===== src/rtl/shift_seq_pkg.sv =====
// Shared encodings for the shift sequencer: op codes, ALU fixed-shift controls, FSM states.
// Pure declarations: no logic, no latency, no flow control.
package shift_seq_pkg;

  localparam logic [1:0] OP_SLL = 2'b00;
  localparam logic [1:0] OP_SRL = 2'b01;
  localparam logic [1:0] OP_SRA = 2'b10;
  localparam logic [1:0] OP_RSV = 2'b11;

  localparam logic [5:0] ALU_CTRL_IDLE = 6'h00;

  localparam logic [5:0] ALU_SLL1 = 6'h0A;
  localparam logic [5:0] ALU_SLL2 = 6'h0B;
  localparam logic [5:0] ALU_SLL8 = 6'h0C;
  localparam logic [5:0] ALU_SRL1 = 6'h0D;
  localparam logic [5:0] ALU_SRL2 = 6'h0E;
  localparam logic [5:0] ALU_SRL8 = 6'h0F;
  localparam logic [5:0] ALU_SRA1 = 6'h10;
  localparam logic [5:0] ALU_SRA2 = 6'h11;
  localparam logic [5:0] ALU_SRA8 = 6'h12;

  typedef enum logic [1:0] {
    ST_IDLE  = 2'd0,
    ST_SHIFT = 2'd1,
    ST_DONE  = 2'd2
  } state_t;

endpackage


===== src/rtl/shift_step_sel.sv =====
// Picks the largest fixed ALU shift that fits the remaining amount; combinational, no backpressure.
// 8-bit steps exist only when SHIFT_SEQ_STEP8_EN is defined; otherwise steps are 2 or 1.
module shift_step_sel
  import shift_seq_pkg::*;
(
  input  logic [4:0] rem,
  input  logic [1:0] op_q,
  output logic [3:0] step,
  output logic [5:0] alu_ctrl
);

  // size_sel: 0 -> 1-bit, 1 -> 2-bit, 2 -> 8-bit shift
  logic [1:0] size_sel;

  always_comb begin
    step     = 4'd1;
    size_sel = 2'd0;
`ifdef SHIFT_SEQ_STEP8_EN
    if (rem >= 5'd8) begin
      step     = 4'd8;
      size_sel = 2'd2;
    end else
`endif
    if (rem >= 5'd2) begin
      step     = 4'd2;
      size_sel = 2'd1;
    end
  end

  always_comb begin
    alu_ctrl = ALU_CTRL_IDLE;
    case (op_q)
      OP_SRL:  alu_ctrl = (size_sel == 2'd2) ? ALU_SRL8 : (size_sel == 2'd1) ? ALU_SRL2 : ALU_SRL1;
      OP_SRA:  alu_ctrl = (size_sel == 2'd2) ? ALU_SRA8 : (size_sel == 2'd1) ? ALU_SRA2 : ALU_SRA1;
      default: alu_ctrl = (size_sel == 2'd2) ? ALU_SLL8 : (size_sel == 2'd1) ? ALU_SLL2 : ALU_SLL1;
    endcase
  end

endmodule


===== src/rtl/shift_sequencer.sv =====
// Variable shift (0-31) built from fixed ALU shifts; done after N+1 cycles, N = steps (SHIFT_SEQ_STEP8_EN widens steps).
// No backpressure: start is taken only in IDLE, otherwise dropped.
module shift_sequencer
  import shift_seq_pkg::*;
(
  input  logic        clk,
  input  logic        rst,
  input  logic        start,
  input  logic [1:0]  op,
  input  logic [4:0]  shamt,
  input  logic [31:0] value,
  output logic        busy,
  output logic        done,
  output logic [31:0] result,
  output logic [5:0]  alu_ctrl,
  output logic [31:0] alu_a,
  output logic [31:0] alu_b,
  input  logic [31:0] alu_r
);

  state_t      state, state_d;
  logic [31:0] acc;
  logic [4:0]  rem;
  logic [1:0]  op_q;
  logic [3:0]  step;
  logic [5:0]  step_ctrl;
  logic [4:0]  rem_next;

  shift_step_sel u_step_sel (
    .rem      (rem),
    .op_q     (op_q),
    .step     (step),
    .alu_ctrl (step_ctrl)
  );

  assign rem_next = rem - {1'b0, step};

  always_ff @(posedge clk) begin
    if (rst) state <= ST_IDLE;
    else     state <= state_d;
  end

  always_comb begin
    state_d  = state;
    busy     = 1'b1;
    done     = 1'b0;
    alu_ctrl = ALU_CTRL_IDLE;
    case (state)
      ST_IDLE: begin
        busy = 1'b0;
        if (start) state_d = (shamt == 5'd0) ? ST_DONE : ST_SHIFT;
      end
      ST_SHIFT: begin
        alu_ctrl = step_ctrl;
        if (rem_next == 5'd0) state_d = ST_DONE;
      end
      ST_DONE: begin
        done    = 1'b1;
        state_d = ST_IDLE;
      end
      default: state_d = ST_IDLE;
    endcase
  end

  // result is written on the same edge that enters DONE
  always_ff @(posedge clk) begin
    if (rst) begin
      acc    <= '0;
      rem    <= '0;
      op_q   <= '0;
      result <= '0;
    end else begin
      case (state)
        ST_IDLE: if (start) begin
          acc  <= value;
          rem  <= shamt;
          op_q <= op;
          if (shamt == 5'd0) result <= value;
        end
        ST_SHIFT: begin
          acc <= alu_r;
          rem <= rem_next;
          if (rem_next == 5'd0) result <= alu_r;
        end
        default: ;
      endcase
    end
  end

  assign alu_a = '0;
  assign alu_b = acc;

endmodule


===== config.mk =====
export PLATFORM = sky130hd
export DESIGN_NAME = shift_sequencer
export DESIGN_NICKNAME = d
export VERILOG_FILES = /design/src/rtl/shift_seq_pkg.sv /design/src/rtl/shift_step_sel.sv /design/src/rtl/shift_sequencer.sv
export SDC_FILE = /design/constraint.sdc
export NUM_CORES = 1
export LEC_CHECK = 0
export ABC_AREA = 0
export CORE_ASPECT_RATIO = 0.8
export CORE_UTILIZATION = 37
export CTS_CLUSTER_DIAMETER = 150
export DETAILED_ROUTE_END_ITERATION = 16
export PLACE_DENSITY = 0.84
export SLEW_MARGIN = 20
export SYNTH_ARGS = -nofsm -noshare
export SYNTH_HDL_FRONTEND = slang
export SYNTH_SLANG_ARGS = --single-unit

===== constraint.sdc =====
create_clock -name clk -period 7.9 [get_ports clk]
set_input_delay 1.975 -clock clk [delete_from_list [all_inputs] [get_ports clk]]
set_output_delay 1.975 -clock clk [all_outputs]
set_load 0.02 [all_outputs]

* Word level (Yosys, flattened, before mapping)
Cells that the tools add are included.
Storage, ports and cells: bits in registers 73
Cells by class: magnitude comparators 1, equality and inequality tests 9, reduce and logical (&&, ||, !) cells 8, mux-type cells 24, add/subtract/negate cells 1
Operator list (number):
- 32-bit 2-to-1 mux | 4
- 32-bit one-hot mux with 2 select lines | 2
- 6-bit 2-to-1 mux | 4
- 6-bit one-hot mux with 2 select lines | 1
- 5-bit zero test | 2
- 2-bit 2-to-1 mux | 5
- 5-bit one-hot mux with 2 select lines | 1
- 2-bit != test, second input constant | 3
- 2-bit AND reduction | 3
- 5-bit by 2-bit greater-or-equal comparator with 1-bit output, second input constant | 1
- 1-bit 2-to-1 mux | 5
- 5-bit 2-to-1 mux | 1
- 5-bit by 4-bit subtractor with 5-bit output | 1
- 2-bit by 1-bit equality test with 1-bit output, second input constant | 2
- 2-bit equality test, second input constant | 2
- 2-bit one-hot mux with 2 select lines | 1
- 4-bit AND reduction | 1
- 1-bit by 2-bit equality test with 1-bit output, second input constant | 1
- 2-bit zero test | 1
- 2-bit nonzero test | 1
- 1-bit equality test, second input constant | 1

* Logic depth before layout (Yosys ltp)
depth after elaboration 7, depth in mapped cells 11, mapped depth without buffers 9

* By module
Synthesis repeated with hierarchy kept, for this count alone.
Unflattened totals: cell total of the unflattened synthesis 390, area total of the unflattened synthesis 3796.1 um2
Modules (own cells, without submodules):
- shift_sequencer | instances 1, area an instance 3656.0 um2, cells an instance 373
- shift_step_sel | instances 1, area an instance 140.1 um2, cells an instance 17

* Worst setup path before layout
OpenSTA, ideal clock, no wires.
path kind reg-to-output, start reg rem[2], end out alu_ctrl[0], arrival 1.485 ns, data required time 5.925 ns, cell stages (with the launch flop) 5, path buffers 1, slack 4.440 ns, path through dfxtp_1 > buf_6 > nor4_1 > o21ai_0 > o311a_1
Between the ends: word-level cells in the longest chain between the ends 7
RTL lines:
- from (decl) | line shift_sequencer.sv:23 | logic [4:0] rem;
- from (signal assigned) | line shift_sequencer.sv:76 | rem <= shamt;
- from (signal assigned) | line shift_sequencer.sv:82 | rem <= rem_next;
- 5-bit by 2-bit greater-or-equal comparator with 1-bit output * | line shift_step_sel.sv:24 | if (rem >= 5'd2) begin
- 1-bit 2-to-1 mux * | line shift_step_sel.sv:24
- 1-bit equality test | line shift_step_sel.sv:33, shift_step_sel.sv:34, shift_step_sel.sv:35
- 1-bit 2-to-1 mux / 2-bit 2-to-1 mux (equally long branches) | line shift_step_sel.sv:34, shift_step_sel.sv:35, shift_step_sel.sv:33
- 6-bit 2-to-1 mux (on tied branches) | line shift_step_sel.sv:35, shift_step_sel.sv:33, shift_step_sel.sv:34
- 6-bit one-hot mux with 2 select lines * | line shift_step_sel.sv:32 | case (op_q)
- 6-bit 2-to-1 mux * | line shift_sequencer.sv:48 | case (state)
- to (decl) | line shift_sequencer.sv:15 | output logic [5:0] alu_ctrl,
Mark *: on every way between the ends. The rest lies on a longest branch, timed or not.

* Worst setup path after layout
start reg state[0], end out alu_ctrl[1]
Between the ends: word-level cells in the longest chain between the ends 2
RTL lines:
- from (decl) | line shift_sequencer.sv:21 | state_t state, state_d;
- from (signal assigned) | line shift_sequencer.sv:40 | else state <= state_d;
- 2-bit by 1-bit equality test with 1-bit output | line shift_sequencer.sv:48
- 6-bit 2-to-1 mux | line shift_sequencer.sv:48
No other way between the ends.

==> out/summary.md <==
Using the TritonRoute via totals, the vias-per-cell ratio works out to 5.11. For this run, the leading register cell type out of synthesis is dfxtp_1. After clock tree synthesis, the clock-pin slew on the worst setup and hold paths is 60 ps. The origin of the worst min-delay path was rem[0]$_SDFFE_PP0P_.

The cell type of the slowest stage on the worst timing path was clkdlybuf4s50_1. The worst vdd rail ir drop is 104 uV. STA puts the critical path data required time at 5930 ps.

After synthesis, the most frequently instantiated cells are 73 x dfxtp_1, 51 x nor3_1, 50 x nor2_1, 37 x nand2_1, 35 x buf_4. The synthesized design devotes to its leading area cell type 40.2% of total area. Of all nets on the critical path, the largest fanout is 19.

The floorplan step set the die width to 113 um. After floorplanning, the core was sized to cover 9310 um2. The setup path with the least slack is of type flip-flop to output pin.

The type of the worst min-delay path was flip-flop to flip-flop. Post-CTS repair changed the size of 0 cells. The endpoint identified for the worst register-to-register timing path is result[0]$_SDFFE_PP0P_. The logs give 0 for the number of maximum-capacitance violations and 0 for the final number of max-transition violations.

Summed over all layers, the global routing overflow is 0. Traced cell by cell, the critical path runs through nand2b_1 > a211oi_1 > clkdlybuf4s50_1. The number of antenna violations at the first check in global routing was 0; the number of clock sinks was 73. The fraction of layout instances using a drive strength above 1 was 8.15%; the distinct cell type count of the synthesized netlist was 40.

The final critical delay including setup and external delays is 4480 ps. Summing every instance area after synthesis gives 3640 um2. Summed over all cells, the static leakage comes to 0.00201 uW. The DRC violation total after the first TritonRoute iteration was 198; the clock latency of the later-clocked register in the worst-skew pair was 330 ps.

The congestion estimate from routability-driven global placement came to 0.846. Counting flops with an async set or reset pin after synthesis yields a share of 0%. Once placement completed, the tool counted placed cells totaling 639.

TritonCTS built the clock tree. The remaining routing DRC violations is 0. The count of input and output buffers works out to 144. The number of iterations in the first detailed-routing pass was 4; the combined area of the multi-input logic cells was 1840 um2. The logs give 34.3% for the max-slew headroom at the worst pin and 10200 um2 for the area enclosed by the die boundary. The die outline height works out to 90.7 um. The first global-routing pass estimated 16500 um of wire.

Setup repair after global routing left no endpoint under its margin. Setup violations remaining at the end of the flow were counted as 0. Row generation in the floorplan step produced 31 rows. The initial utilization of the core area, before any placement, comes to 39.1%.

Dividing total power by cell area gives a power density of 237 nW/um2. In the finished design, the share of the clock period the worst path needs comes to 56.7%. For this run, the slowest stage of the critical path takes 650 ps. The setup TNS came out at 0 ps. The tools report the end of the worst hold path as rem[0]$_SDFFE_PP0P_.

Ranked by total cell area, the synthesized netlist is headed by dfxtp_1 40%, buf_4 7.2%, nor3_1 7.0%. The flow ran to the end, and the final reports show no timing, DRC or antenna violations. A synthesized cell averages 8.81 um2.

The overall global routing resource usage was 20.2%; the final standard cell count with taps included and fillers excluded was 655. The post-synthesis to final-layout area growth came out at 44.4%. For the number of buffers inserted by post-CTS setup repair, the log shows 0. Number of global-route vias before repair: 3254. The most common cell in the synthesized netlist is dfxtp_1.

The H-tree was split into 3 levels. The slew at the pin closest to its max-slew limit was 983 ps. The total power of the final layout is 1240 uW, and the total number of nets in the final design is 615. For the number of diodes, the log shows 0. The logs give 0 for the final number of hold-violating endpoints and 178 for the I/O pin count. Summing all flip-flop and latch instances after layout gives 1460 um2. The worst setup path is launched from a flip-flop. Counting along the longest clock path gives a buffer depth of 2. After detailed routing, the total wire length is 10300 um.

Clock skew on the completed layout was measured at 6.35 ps. The worst hold path was traced through 2 stages. The tools report the worst reg2reg path startpoint as rem[2]$_SDFFE_PP0P_.

The logs give 413 for the synthesized netlist cell count and 835 for the filler cell count. The number of cells traversed by the worst register-to-register path was 10; the number of synthesized flops with an enable pin was 0. Portion of the post-synthesis area used by sequential elements: 40.2%. Entering global routing, the biggest net connects 74 pins. The worst setup path is captured at an output pin.

For this run, the top clock speed supported by timing is 0.223 GHz. The per-cell routed wire length works out to 15.7 um. Number of buffers created by CTS: 9. The root buffer selected by CTS is clkbuf_16. The number of buffers inserted for hold repair after clock tree synthesis is 0. Detailed-route via count: 3346.

The Yosys step of the flow raised 0 warnings. dfxtp_1 takes more of the synthesized area than any other cell. The count of state elements after synthesis was 73; the detailed placement HPWL was 7370 um. At the worst endpoint, the arrival time is 2510 ps.

The logs give 4130 ps for the worst-case register-to-register setup slack and 0 for the remaining antenna violation count.
-- power by group --
part | leakage, uW | internal (uW) | switching [uW]
clock | 0.000146 | 247 | 162
combinational | 0.00126 | 175 | 219
sequential | 0.000600 | 411 | 30.1
total | 0.00201 | 833 | 412
-- cells by family after synthesis --
group / count (synthesis) / synth area share (%)
AND/OR/NAND/NOR: 170 / 22.7
flip-flops: 73 / 40.2
AO/OA/AOI/OAI: 69 / 16.8
multiplexers: 17 / 4.68
adder cells (fa/ha/maj): 6 / 2.27
other: 1 / 0.103
buffers and inverters: 76 / 13.1
XOR/XNOR: 1 / 0.241
-- layer usage --
metal  wire length (um)  vias up  GRT usage, %
met4                159        0          5.92
li1                   -     1644             -
met2               5040      121          34.2
met5                  0        -             0
met1               4410     1561          24.6
met3                692       20          6.24
-- flip-flops by register name, indices dropped and copies added (netlist names) --
name,flops
alu_b,32
state,2
op_q,2
rem,5
result,32
-- area by class of cell --
type	count	share of cell area (%)
Timing Repair Buffer	149	28.2
Multi-Input combinational cell	296	35.1
Sequential cell	73	27.8
Clock inverter	7	1.48
Tap cell	115	2.74
Inverter	6	0.429
Clock buffer	9	4.29
-- per-stage QoR --
stage / setup slack (ps) / hold slack (ps) / utilization [%] / instance area (um2)
global route: 3230 / 497 / 56.5 / 5260
detailed placement: 3540 / 455 / 53.1 / 4950
floorplan: 4440 / 432 / - / 3760
finish: 3420 / 464 / 56.5 / 5260
CTS: 3290 / 464 / 56.4 / 5250
global placement: 3400 / 451 / 53.0 / 4930
-- critical path: cells and delay by family (launching register included) --
family          cells  cell delay [ps]
compound gates      1              380
buf+inv             1              650
flops               1              590
simple gates        1              560
-- cells in the final DEF, fill, tap and decap left out, drive strengths merged, types with 2 or more instances in the layout --
cell type and count:
clkdlybuf4s50 143, a311oi 17, dfxtp 73, conb 33, inv 8, nor2b 4, a32oi 2, nand2b 2
clkinv 3, o21ai 4, nand2 37, nand4 2, nor3 53, nor2 50, mux2i 17, a211oi 33
and3 15, nor4 3, clkbuf 9, ha 5, buf 6, a21oi 6, or2 2
-- how the worst max path moves through the flow --
stage,cells after the start,endpoint,slack (ps),startpoint
floorplan,4,alu_ctrl[0],4440,rem[2]$_SDFFE_PP0P_
global placement,6,result[8]$_SDFFE_PP0P_,3400,start
detailed placement,6,alu_b[11]$_SDFFE_PP0P_,3540,start
finish,3,alu_ctrl[1],3420,state[0]$_SDFFE_PP0P_
global route,3,alu_ctrl[1],3230,state[0]$_SDFFE_PP0P_
CTS,4,alu_ctrl[0],3290,rem[2]$_SDFFE_PP0P_
Power figures use the tool's default switching activity.
